### src/rtl/pf1_pkg.sv
// Shared definitions for the operand fetch stage.
//   DATA_W / ADDR_W : default operand and register-index widths
//   ZERO_REG        : index of the hardwired-zero register
//   op_e            : ALU opcode carried on IN_OP/OUT_OP
//   occ_e           : occupancy of the ID/EX output register
package pf1_pkg;

  localparam int unsigned DATA_W = 32;
  localparam int unsigned ADDR_W = 5;

  localparam logic [ADDR_W-1:0] ZERO_REG = '0;

  typedef enum logic [3:0] {
    OP_ADD  = 4'd0,
    OP_SUB  = 4'd1,
    OP_AND  = 4'd2,
    OP_OR   = 4'd3,
    OP_XOR  = 4'd4,
    OP_SLL  = 4'd5,
    OP_SRL  = 4'd6,
    OP_SRA  = 4'd7,
    OP_SLT  = 4'd8,
    OP_SLTU = 4'd9,
    OP_LUI  = 4'd10
  } op_e;

  typedef enum logic {
    ST_EMPTY = 1'b0,
    ST_FULL  = 1'b1
  } occ_e;

endpackage

### src/rtl/fwd_mux.sv
// Per-source bypass selector.
//   src_i      : register index being read
//   ex_en_i    : EX stage holds a forwardable (non-load) register write
//   ex_rd_i/ex_data_i, mem_*, wb_* : writer destinations and data
//   rf_data_i  : register file read data for src_i
//   fwd_o      : resolved operand (R0 > EX > MEM > WB > register file)
module fwd_mux
#(
  parameter int unsigned DATA_W = 32,
  parameter int unsigned ADDR_W = 5
) (
  input  logic [ADDR_W-1:0] src_i,
  input  logic              ex_en_i,
  input  logic [ADDR_W-1:0] ex_rd_i,
  input  logic [DATA_W-1:0] ex_data_i,
  input  logic              mem_we_i,
  input  logic [ADDR_W-1:0] mem_rd_i,
  input  logic [DATA_W-1:0] mem_data_i,
  input  logic              wb_we_i,
  input  logic [ADDR_W-1:0] wb_rd_i,
  input  logic [DATA_W-1:0] wb_data_i,
  input  logic [DATA_W-1:0] rf_data_i,
  output logic [DATA_W-1:0] fwd_o
);

  import pf1_pkg::*;

  always_comb begin
    fwd_o = rf_data_i;
    if (src_i == ADDR_W'(ZERO_REG)) begin
      fwd_o = '0;
    end else if (ex_en_i && (ex_rd_i == src_i)) begin
      fwd_o = ex_data_i;
    end else if (mem_we_i && (mem_rd_i == src_i)) begin
      fwd_o = mem_data_i;
    end else if (wb_we_i && (wb_rd_i == src_i)) begin
      fwd_o = wb_data_i;
    end
  end

endmodule

### src/rtl/operand_fetch_stage.sv
// Decode-to-execute operand fetch stage.
//   CLK/RST_N                  : clock, async active-low reset
//   IN_*                       : decoded instruction with valid/ready handshake
//   RA/RB, PA/PB               : register file read address / data
//   EX_RESULT, MEM_*, WB_*     : bypass sources
//   FLUSH                      : squash the output register, refuse input
//   OUT_*                      : ID/EX register toward the ALU, valid/ready
//   STALL_CNT                  : saturating count of load-use stall cycles
module operand_fetch_stage
#(
  parameter int unsigned DATA_W = pf1_pkg::DATA_W,
  parameter int unsigned ADDR_W = pf1_pkg::ADDR_W,
  parameter int unsigned CNT_W  = 16
) (
  input  logic              CLK,
  input  logic              RST_N,
  input  logic              IN_VALID,
  output logic              IN_READY,
  input  logic [ADDR_W-1:0] IN_RA,
  input  logic [ADDR_W-1:0] IN_RB,
  input  logic [ADDR_W-1:0] IN_RD,
  input  logic [DATA_W-1:0] IN_IMM,
  input  logic              IN_USE_IMM,
  input  logic [3:0]        IN_OP,
  input  logic              IN_REG_WE,
  input  logic              IN_IS_LOAD,
  input  logic              IN_IS_STORE,
  output logic [ADDR_W-1:0] RA,
  output logic [ADDR_W-1:0] RB,
  input  logic [DATA_W-1:0] PA,
  input  logic [DATA_W-1:0] PB,
  input  logic [DATA_W-1:0] EX_RESULT,
  input  logic [ADDR_W-1:0] MEM_RD,
  input  logic              MEM_WE,
  input  logic [DATA_W-1:0] MEM_DATA,
  input  logic [ADDR_W-1:0] WB_RD,
  input  logic              WB_WE,
  input  logic [DATA_W-1:0] WB_DATA,
  input  logic              FLUSH,
  output logic              OUT_VALID,
  input  logic              OUT_READY,
  output logic [DATA_W-1:0] OUT_A,
  output logic [DATA_W-1:0] OUT_B,
  output logic [DATA_W-1:0] OUT_SD,
  output logic [ADDR_W-1:0] OUT_RD,
  output logic [3:0]        OUT_OP,
  output logic              OUT_REG_WE,
  output logic              OUT_IS_LOAD,
  output logic              OUT_IS_STORE,
  output logic [CNT_W-1:0]  STALL_CNT
);

  import pf1_pkg::*;

  occ_e              state_q, state_d;
  logic [DATA_W-1:0] a_q, b_q, sd_q;
  logic [ADDR_W-1:0] rd_q;
  op_e               op_q;
  logic              we_q, ld_q, st_q;
  logic [CNT_W-1:0]  cnt_q, cnt_d;

  logic              out_valid;
  logic              ex_en;
  logic              hazard;
  logic              accept;
  logic              load_en;
  logic [DATA_W-1:0] fwd_a, fwd_b;

  assign RA        = IN_RA;
  assign RB        = IN_RB;
  assign out_valid = (state_q == ST_FULL);

  // A load's EX_RESULT is only an address, so loads never forward from EX.
  assign ex_en = out_valid && we_q && !ld_q;

  fwd_mux #(.DATA_W(DATA_W), .ADDR_W(ADDR_W)) u_fwd_a (
    .src_i      (IN_RA),
    .ex_en_i    (ex_en),
    .ex_rd_i    (rd_q),
    .ex_data_i  (EX_RESULT),
    .mem_we_i   (MEM_WE),
    .mem_rd_i   (MEM_RD),
    .mem_data_i (MEM_DATA),
    .wb_we_i    (WB_WE),
    .wb_rd_i    (WB_RD),
    .wb_data_i  (WB_DATA),
    .rf_data_i  (PA),
    .fwd_o      (fwd_a)
  );

  fwd_mux #(.DATA_W(DATA_W), .ADDR_W(ADDR_W)) u_fwd_b (
    .src_i      (IN_RB),
    .ex_en_i    (ex_en),
    .ex_rd_i    (rd_q),
    .ex_data_i  (EX_RESULT),
    .mem_we_i   (MEM_WE),
    .mem_rd_i   (MEM_RD),
    .mem_data_i (MEM_DATA),
    .wb_we_i    (WB_WE),
    .wb_rd_i    (WB_RD),
    .wb_data_i  (WB_DATA),
    .rf_data_i  (PB),
    .fwd_o      (fwd_b)
  );

  // RB is checked even with an immediate operand: it may carry store data.
  always_comb begin
    hazard = out_valid && ld_q && (rd_q != ADDR_W'(ZERO_REG)) &&
             ((rd_q == IN_RA) || (rd_q == IN_RB));
  end

  assign IN_READY = (!out_valid || OUT_READY) && !hazard && !FLUSH;
  assign accept   = IN_VALID && IN_READY;

  always_comb begin
    state_d = state_q;
    load_en = 1'b0;
    if (FLUSH) begin
      state_d = ST_EMPTY;
    end else begin
      case (state_q)
        ST_EMPTY: begin
          if (accept) begin
            state_d = ST_FULL;
            load_en = 1'b1;
          end
        end
        ST_FULL: begin
          if (accept) begin
            load_en = 1'b1;
          end else if (OUT_READY) begin
            state_d = ST_EMPTY;
          end
        end
        default: state_d = ST_EMPTY;
      endcase
    end
  end

  always_comb begin
    cnt_d = cnt_q;
    if (IN_VALID && hazard && !FLUSH && (cnt_q != '1)) begin
      cnt_d = cnt_q + CNT_W'(1);
    end
  end

  always_ff @(posedge CLK or negedge RST_N) begin
    if (!RST_N) begin
      state_q <= ST_EMPTY;
      cnt_q   <= '0;
    end else begin
      state_q <= state_d;
      cnt_q   <= cnt_d;
    end
  end

  always_ff @(posedge CLK or negedge RST_N) begin
    if (!RST_N) begin
      a_q  <= '0;
      b_q  <= '0;
      sd_q <= '0;
      rd_q <= '0;
      op_q <= OP_ADD;
      we_q <= 1'b0;
      ld_q <= 1'b0;
      st_q <= 1'b0;
    end else if (load_en) begin
      a_q  <= fwd_a;
      b_q  <= IN_USE_IMM ? IN_IMM : fwd_b;
      sd_q <= fwd_b;
      rd_q <= IN_RD;
      op_q <= op_e'(IN_OP);
      we_q <= IN_REG_WE;
      ld_q <= IN_IS_LOAD;
      st_q <= IN_IS_STORE;
    end
  end

  assign OUT_VALID    = out_valid;
  assign OUT_A        = a_q;
  assign OUT_B        = b_q;
  assign OUT_SD       = sd_q;
  assign OUT_RD       = rd_q;
  assign OUT_OP       = op_q;
  assign OUT_REG_WE   = we_q;
  assign OUT_IS_LOAD  = ld_q;
  assign OUT_IS_STORE = st_q;
  assign STALL_CNT    = cnt_q;

endmodule

### config.mk
export PLATFORM = sky130hd
export DESIGN_NAME = operand_fetch_stage
export DESIGN_NICKNAME = d
export VERILOG_FILES = /design/src/rtl/pf1_pkg.sv /design/src/rtl/fwd_mux.sv /design/src/rtl/operand_fetch_stage.sv
export SDC_FILE = /design/constraint.sdc
export NUM_CORES = 1
export LEC_CHECK = 0
export ABC_AREA = 0
export ABC_CLOCK_PERIOD_IN_PS = 1910
export CAP_MARGIN = 20
export CORE_MARGIN = 2
export CORE_UTILIZATION = 38
export CTS_CLUSTER_SIZE = 20
export DETAILED_ROUTE_END_ITERATION = 8
export PLACE_DENSITY = 0.88
export SYNTH_ARGS = -nofsm -noshare
export SYNTH_HDL_FRONTEND = slang
export SYNTH_SLANG_ARGS = --single-unit
### constraint.sdc
create_clock -name CLK -period 1.91 [get_ports CLK]
set_clock_uncertainty 0.05 [all_clocks]
set_input_delay 0.382 -clock CLK [delete_from_list [all_inputs] [get_ports CLK]]
set_output_delay 0.382 -clock CLK [all_outputs]
set_load 0.01 [all_outputs]
# After elaboration in Yosys (flattened, before gate mapping)
# Cells that the tools add are included.
# word_totals
elab_cells,60
reg_bits,125
output_inout_bits,136
# op_classes
bitwise_logic,1
reduce_logical,26
n_eq_ne,7
addsub,1
n_mux,15
# op_table
cell,n
$mux W32,9
$eq A5 B5 Y1,6
$logic_and A1 B1 Y1,17
$add A16 B1 Y16 const B,1
$ne A16 B16 Y1 const B,1
$logic_not A5 Y1,2
$mux W1,5
$reduce_bool A5 Y1,1
$logic_not A1 Y1,4
$logic_or A1 B1 Y1,2
$pmux W1 S2,1
$not A1 Y1,1

# Depth between registers and ports, before layout
# Gate-level depths: netlist (run 1).
# depth
word_depth,10
depth_mapped,8
depth_no_buf,7

# By module
# From an unflattened synthesis (run 1), not the netlist that was laid out.
# hier_totals
hier_cells,800
hier_area_um2,8505.7
# modules_own_cells
module,cells_per_inst,area_per_inst_um2,n_inst,seq_area_each_um2
operand_fetch_stage,376,5597.9,1,3128.0
fwd_mux,212,1453.9,2,0.0

# Least setup slack after synthesis (run 1)
# Ideal clock, no wire load.
# synth_path
path_kind,register to output
from,"register rd_q[0], in the netlist OUT_RD[0]"
to,output IN_READY
path_slack_ns,-0.334
stages_incl_launch_ff,7
arrival_time_ns,1.812
cell_sequence,dfrtp_1 or3_1 o311a_1 o21ai_2 clkbuf_1 nand2_1 nor2_1
# synth_via
elab_chain_len,6
# synth_rtl
element,line_no,source
from (decl),operand_fetch_stage.sv:57,logic [ADDR_W-1:0] rd_q;
from (signal assigned),operand_fetch_stage.sv:162,rd_q <= '0;
from (signal assigned),operand_fetch_stage.sv:171,rd_q <= IN_RD;
$eq A5 B5 Y1 / $reduce_bool A5 Y1 (equally long branches),"operand_fetch_stage.sv:109, operand_fetch_stage.sv:108",
$logic_or A1 B1 Y1 / $logic_and A1 B1 Y1 (equally long branches),"operand_fetch_stage.sv:109, operand_fetch_stage.sv:108",
$logic_and A1 B1 Y1 *,operand_fetch_stage.sv:108,hazard = out_valid && ld_q && (rd_q != ADDR_W'(ZERO_REG)) &&
$logic_not A1 Y1 *,operand_fetch_stage.sv:112,assign IN_READY = (!out_valid || OUT_READY) && !hazard && !FLUSH;
$logic_and A1 B1 Y1 * (2 in series),operand_fetch_stage.sv:112,
to (decl),operand_fetch_stage.sv:18,"output logic IN_READY,"
# Every way passes the cells marked *; elsewhere a longest branch is shown, timed or not.

# Final worst setup path (run 1)
# layout_path
from,"register rd_q[2], in the netlist OUT_RD[2]"
to,output IN_READY
# The elaborated chain is that of the path after synthesis.

==> results of run 1 <==
[cell type report]
type                    instances  share of cell area (%)
multi-input cells             646                    33.6
clock inverters                12                    1.53
flip-flops and latches        125                    20.7
inverters                       3                  0.0745
repair buffers                525                    38.7
clock buffers                  20                    3.09
well taps                     270                    2.23
diodes                          6                  0.0993
[synth_stat cells, types with 2 or more instances]
library cell,instances
o21ai_1,35
a311oi_1,32
o2bb2ai_1,32
a31oi_1,32
clkbuf_1,62
xor2_1,25
nand2b_1,2
and3_1,4
nor4_1,8
a21oi_1,34
buf_6,4
buf_1,3
nor3b_1,4
nor4_2,2
mux2_1,6
mux2_2,39
inv_1,3
and2_1,34
nor3_1,37
o21ai_0,125
dfrtp_1,125
nor2_1,9
buf_2,15
nand2_1,45
o221ai_1,32
xnor2_1,20
or3_1,34
nand3_1,8
nand4_1,37
buf_4,13
[repair_timing]
item | CTS | global route
hold buffers | 1 | 0
cloned | 19 | 1
hold endpoints to repair | 42 | 0
setup endpoints to repair | 139 | 142
gates resized for setup | 201 | 102
buffers inserted | 31 | 13
pin swaps | 39 | 35
[sequential cells by signal, indices dropped and copies added, names as in the netlist]
name          flops
OUT_A            32
OUT_B            32
OUT_SD           32
STALL_CNT        16
OUT_RD            5
OUT_OP            4
OUT_IS_LOAD       1
OUT_IS_STORE      1
OUT_REG_WE        1
OUT_VALID         1
[kinds of logic after synthesis]
| group | count (synthesis) | share of synthesized area [%] |
|---|---|---|
| AO/OA/AOI/OAI | 326 | 26.1 |
| XOR/XNOR | 45 | 5.01 |
| adder cells (fa/ha/maj) | 1 | 0.159 |
| buffers and inverters | 101 | 6.08 |
| flip-flops | 125 | 39.8 |
| multiplexers | 45 | 6.45 |
| AND/OR/NAND/NOR | 229 | 16.4 |
[through the flow]
stage	std cells	TNS, ns
after floorplan	872	-7.95
after CTS	1591	-41.57
after global routing	1607	-50.55
final	1607	-42.67
after global placement	1509	-93.97
after detailed placement	1509	-101.52
[layer usage]
metal	routed length, um	part of all wire (%)	GRT usage [%]	up-vias
met3	4930	11	10.0	298
met2	20600	46	61.9	881
met1	15600	35	45.6	4846
met5	0	0	0	-
met4	3530	7.9	24.0	0
li1	-	-	-	4243
[critical path, stage by stage, from the launching register on]
cell and delay (ns):
dfrtp_1 0.38, or3_4 0.39, o311a_4 0.35, o21ai_4 0.08
nand2_2 0.12, nor2_4 0.16, buf_6 0.12
[worst paths after layout]
check                           depth (start not counted)   endpoint       from
worst max-delay path                                    6   IN_READY  OUT_RD[2]
worst max register to register                         11   OUT_B[7]  OUT_RD[0]
worst min register to register                          1  OUT_A[23]  OUT_A[23]
min in group CLK                                        1  OUT_A[23]  OUT_A[23]
max in group asynchronous                               3  OUT_A[12]      RST_N
worst min-delay path                                    2  OUT_RD[1]      RST_N
[where the power goes]
group	internal, uW	switching [uW]
clock network	2570	1370
registers	3020	284
logic	1890	1500
total	7490	3160
==> metrics.md, run 1 <==
| Metric | Value |
|---|---|
| Worst EP arrival | `2.01 ns` |
| Worst hold slack | `0.414 ns` |
| Flop-to-flop setup slack | `-0.43 ns` |
| Vias per cell | `6.39` |
| Number of DRC markers in iteration 0 | `1141` |
| Total gr overflow | `0` |
| Fill count | `1348` |
| Clock Path Buffers | `2` |
| Routed len/inst | `27.8 um` |
| Drt drc | `0` |
| Area contributors post-synth | `dfrtp_1 (40%), o21ai_0 (8.0%), mux2_2 (5.6%), a311oi_1 (3.6%), o221ai_1 (3.6%)` |
| Leading cell type in the layout, fill and taps excluded | `clkdlybuf4s50_1` |
| HPWL Detailed | `27400 um` |
| Antenna viol nets, final | `0` |
| Hold/Removal Path Class | `input port to async pin` |
| Post-Route WL | `44700 um` |
| Post-route clock period utilization | `128%` |
| CTS tree | `yes` |
| Top cell type's share of synthesized area | `39.8%` |
| Drt pass-1 iters | `5` |
| Status | `finished, violations left` |
| Clk_lat worst skew | `0.42 ns` |
| RSZ-0062 raised after global routing | `yes` |
| Core Util, Final | `74.5%` |
| CTS Sinks | `125` |
| Largest net degree at the start of global routing | `49` |
| Crit path kind | `flip-flop to output pin` |
| First-pass GRT wire length | `62600 um` |
| Max-cap violation count | `0` |
| Fin nets | `1551` |
| Worst slew pin tran | `0.580 ns` |
| Worst VDD drop | `529 uV` |
| Fmax | `0.409 GHz` |
| Unique cell type count in the Yosys netlist | `41` |
| Initial antenna violation count | `6` |
| Reg clk slew, reported paths | `0.06 ns` |
| FFs w/ async S/R, synth | `100%` |
| Sequential fraction of the synthesis area | `39.8%` |
| Final Max Tran Viols | `0` |
| Final setup vio count | `127` |
| Post-synth EDFFs | `0` |
| Mapped Cells | `872` |
| Initial Util | `38.7%` |
| Leading cell types in the layout, fill and taps excluded | `clkdlybuf4s50_1 (330), dfrtp_1 (121), buf_4 (76)` |
| H-Tree Depth | `4` |
| Primary FF master, synth | `dfrtp_1` |
| Post-DP Area | `0.0125 mm^2` |
| I/O pins | `368` |
| Die height | `148 um` |
| CORE AREA | `0.0203 mm^2` |
| Pre-CTS WS | `-0.993 ns` |
| Number of buffers created by CTS | `17` |
| Total power after layout | `10600 uW` |
| Mapped Area | `0.00786 mm^2` |
| Seq cells post-synth | `125` |
| Vias in the first global route | `10300` |
| Post-synthesis area per instance | `9.02 um^2` |
| Syn. warnings | `0` |
| Startpoint types | `flip-flop` |
| Seq. cell area | `0.00313 mm^2` |
| Row Count | `52` |
| Die X | `148 um` |
| Element type at the critical path end | `output pin` |
| Power density cells | `704 mW/mm^2` |
| Die area | `0.0219 mm^2` |
| Multi-input logic area | `0.00508 mm^2` |
| Failing checks | `negative setup slack` |
| Via count | `10300` |
| Worst setup slack after layout | `-0.537 ns` |
| Layout cells sized above 1 | `27.6%` |
| Worst relative slew slack | `61.2%` |
| Final instance area | `0.0151 mm^2` |
| CTS root buf | `clkbuf_16` |
| Final Hold Viols | `0` |
| Lkg Pwr | `0.00600 uW` |
| Syn Nets | `1105` |
| Final GP Congestion | `0.979` |
| Area delta synth->final | `92.4%` |
| Tmin final | `2.45 ns` |
| Buffers on Ports | `367` |
| Crit-path max FO | `2` |
| CP required | `1.48 ns` |
| Gr usage total | `38.3%` |
| Yosys top cell by area | `dfrtp_1` |
(Power assumes the default switching activity.)
==> run 2, diff against run 1 <==
CORE_AREA = 2 2 142 144   (was default)
CORE_MARGIN = default   (was 2)
CORE_UTILIZATION = default   (was 38)
DIE_AREA = 0 0 144 146   (was default)
DONT_BUFFER_PORTS = 1   (was default)
PLACE_DENSITY = 0.67   (was 0.88)
==> metrics.md, run 2 (synthesis results as in run 1) <==
| Metric | Value |
|---|---|
| Buffers on Ports | `0 (-100%)` |
| Share of power burned in registers | `41.0% (+9.9 points)` |
| Fmax | `0.439 GHz (+7.3%)` |
| Sw Ratio | `30.9% (+1.2 points)` |
| Die X | `144 um (-2.6%)` |
| CP Launch Point | `OUT_RD[1]` |
| Worst hold slack | `-0.386 ns (-0.801 ns)` |
| I/O pins | `368 (unchanged)` |
| Comb power frac | `19.2% (-13 points)` |
| Reg2reg start | `OUT_RD[3]` |
| H-Tree Depth | `4 (unchanged)` |
| Post-CTS Hold Fix Bufs | `1 (unchanged)` |
| CORE AREA | `0.0193 mm^2 (-4.8%)` |
| Pre-CTS WS | `-0.357 ns (+0.636 ns)` |
| Routed len/inst | `31.4 um (+13%)` |
| Final setup vio count | `126 (-0.79%)` |
| Cell Chain, Critical Path | `or3_4, o311a_4, o21ai_4, nand2_2, nor2_4` |
| Drt drc | `0 (unchanged)` |
| RSZ-0062 raised after global routing | `yes` |
| Row Count | `51 (-1.9%)` |
| CTS tree | `yes` |
| Worst slew pin tran | `1.21 ns (+0.626 ns)` |
| Hold/Removal Path Class | `input port to async pin` |
| CP required | `1.48 ns (about the same)` |
| HPWL Detailed | `24700 um (-9.9%)` |
| Vias per cell | `6.80 (+6.4%)` |
| Post-Route WL | `38600 um (-14%)` |
| Crit path kind | `flip-flop to output pin` |
| Max stage delay on crit path | `0.42 ns (+0.03 ns)` |
| Reg clk slew, reported paths | `0.06 ns (about the same)` |
| Element type at the critical path end | `output pin` |
| Status | `finished, violations left` |
| Final Max Tran Viols | `0 (unchanged)` |
| CTS root buf | `clkbuf_16` |
| Leading cell type in the layout, fill and taps excluded | `dfrtp_1` |
| Startpoint types | `flip-flop` |
| Power density cells | `756 mW/mm^2 (+7.5%)` |
| Crit-path max FO | `4 (+2)` |
| Clock power frac | `39.8% (+2.7 points)` |
| Die area | `0.0210 mm^2 (-3.8%)` |
| Worst VDD drop | `546 uV (+3.2%)` |
| Internal Power | `6040 uW (-19%)` |
| Layout cells sized above 1 | `44.1% (+16 points)` |
| Net switching power | `2700 uW (-15%)` |
| Lkg Pwr | `0.00436 uW (-27%)` |
| CTS Sinks | `125 (unchanged)` |
| Initial Util | `40.7% (+1.9 points)` |
| Antenna viol nets, final | `0 (unchanged)` |
| Max-cap violation count | `0 (unchanged)` |
| Worst EP arrival | `1.85 ns (-0.16 ns)` |
| Fill count | `1593 (+18%)` |
| Final GP Congestion | `0.946 (-3.4%)` |
| First-pass GRT wire length | `53900 um (-14%)` |
| Leading cell types in the layout, fill and taps excluded | `dfrtp_1 (123), buf_4 (83), o21ai_1 (60)` |
| Crit path max-delay cell type | `dfrtp_1` |
| Failing checks | `negative hold slack, negative setup slack` |
| Number of buffers created by CTS | `17 (unchanged)` |
| Fin nets | `1180 (-24%)` |
| Die height | `146 um (-1.2%)` |
| Clock Path Buffers | `2 (unchanged)` |
| Area delta synth->final | `47.0%` |
| Initial antenna violation count | `5 (-1)` |
| Total gr overflow | `0 (unchanged)` |
| Post-route clock period utilization | `119% (-8.7 points)` |
| Total power after layout | `8740 uW (-18%)` |
| Worst setup slack after layout | `-0.370 ns (+0.166 ns)` |
| Largest net degree at the start of global routing | `126 (+160%)` |
| Gr usage total | `34.5% (-3.8 points)` |
| Number of DRC markers in iteration 0 | `937 (-18%)` |
| Via count | `8363 (-19%)` |
| Worst relative slew slack | `19.4% (-42 points)` |
| Vias in the first global route | `8362 (-19%)` |
| Final Hold Viols | `125 (+125)` |
| Clk_lat worst skew | `0.41 ns (about the same)` |
| Drt pass-1 iters | `5 (unchanged)` |
| Tmin final | `2.28 ns (-0.166 ns)` |
==> run 2: power groups by stage <==
stage / logic (uW) / registers, uW / clock network (uW)
after floorplan: 813 / 3450 / 0
after global placement: 1140 / 3560 / 0
after detailed placement: 1180 / 3570 / 0
after CTS: 1470 / 3550 / 3480
after global routing: 1780 / 3630 / 3590
final: 1680 / 3590 / 3480
==> run 2: path summary, 6_finish.rpt <==
check                      slack, ns   endpoint  cells past startpoint
max                            -0.37   IN_READY                      5
min                            -0.39  OUT_RD[0]                      0
max reg2reg                    -0.30  OUT_B[27]                     10
min reg2reg                     0.51  OUT_A[23]                      1
max in group asynchronous       2.01  OUT_SD[5]                      0
min in group CLK                0.06  OUT_B[18]                      2
==> run 2: routing by layer <==
layer  GRT usage (%)  wire length [um]  vias up
li1                -                 -     3513
met1            42.0             14100     4096
met2            55.5             18300      623
met3            12.2              4550      129
met4            13.7              1610        2
met5               0                13        -
==> run 2: repair_timing <==
action | in CTS | in global routing
pin swaps | 52 | 55
setup endpoints to repair | 125 | 126
endpoints found under the hold margin | 126 | 125
gates resized for setup | 200 | 136
buffers inserted | 22 | 18
cloned | 17 | 3
==> run 2: per-stage QoR <==
step	hold WS [ns]	instances	util (%)	cell area (um^2)	setup TNS, ns
floorplan	0.0364	872	-	7920	-7.95
global placement	0.0412	1140	45.6	8830	-17.28
detailed placement	0.0413	1140	45.6	8830	-20.83
CTS	-0.411	1209	55.7	10800	-26.53
global route	-0.402	1230	59.8	11600	-35.89
finish	-0.386	1230	59.8	11600	-29.47
==> run 2: area by class of cell <==
type | count | area [um^2] | area share [%]
multi-input combinational | 646 | 5480 | 47.4
sequential | 125 | 3130 | 27.1
timing repair buffer | 154 | 1970 | 17.0
clock buffer | 20 | 467 | 4.04
tap | 265 | 332 | 2.87
clock inverter | 12 | 159 | 1.37
antenna | 5 | 12.5 | 0.108
inverter | 3 | 11.3 | 0.0974
==> run 2: critical path: cells and delay by family (launching register included) <==
kind	cells	cell delay, ns
DFF	1	0.42
and+or+nand+nor	3	0.60
AOI/OAI and AO/OA	2	0.42
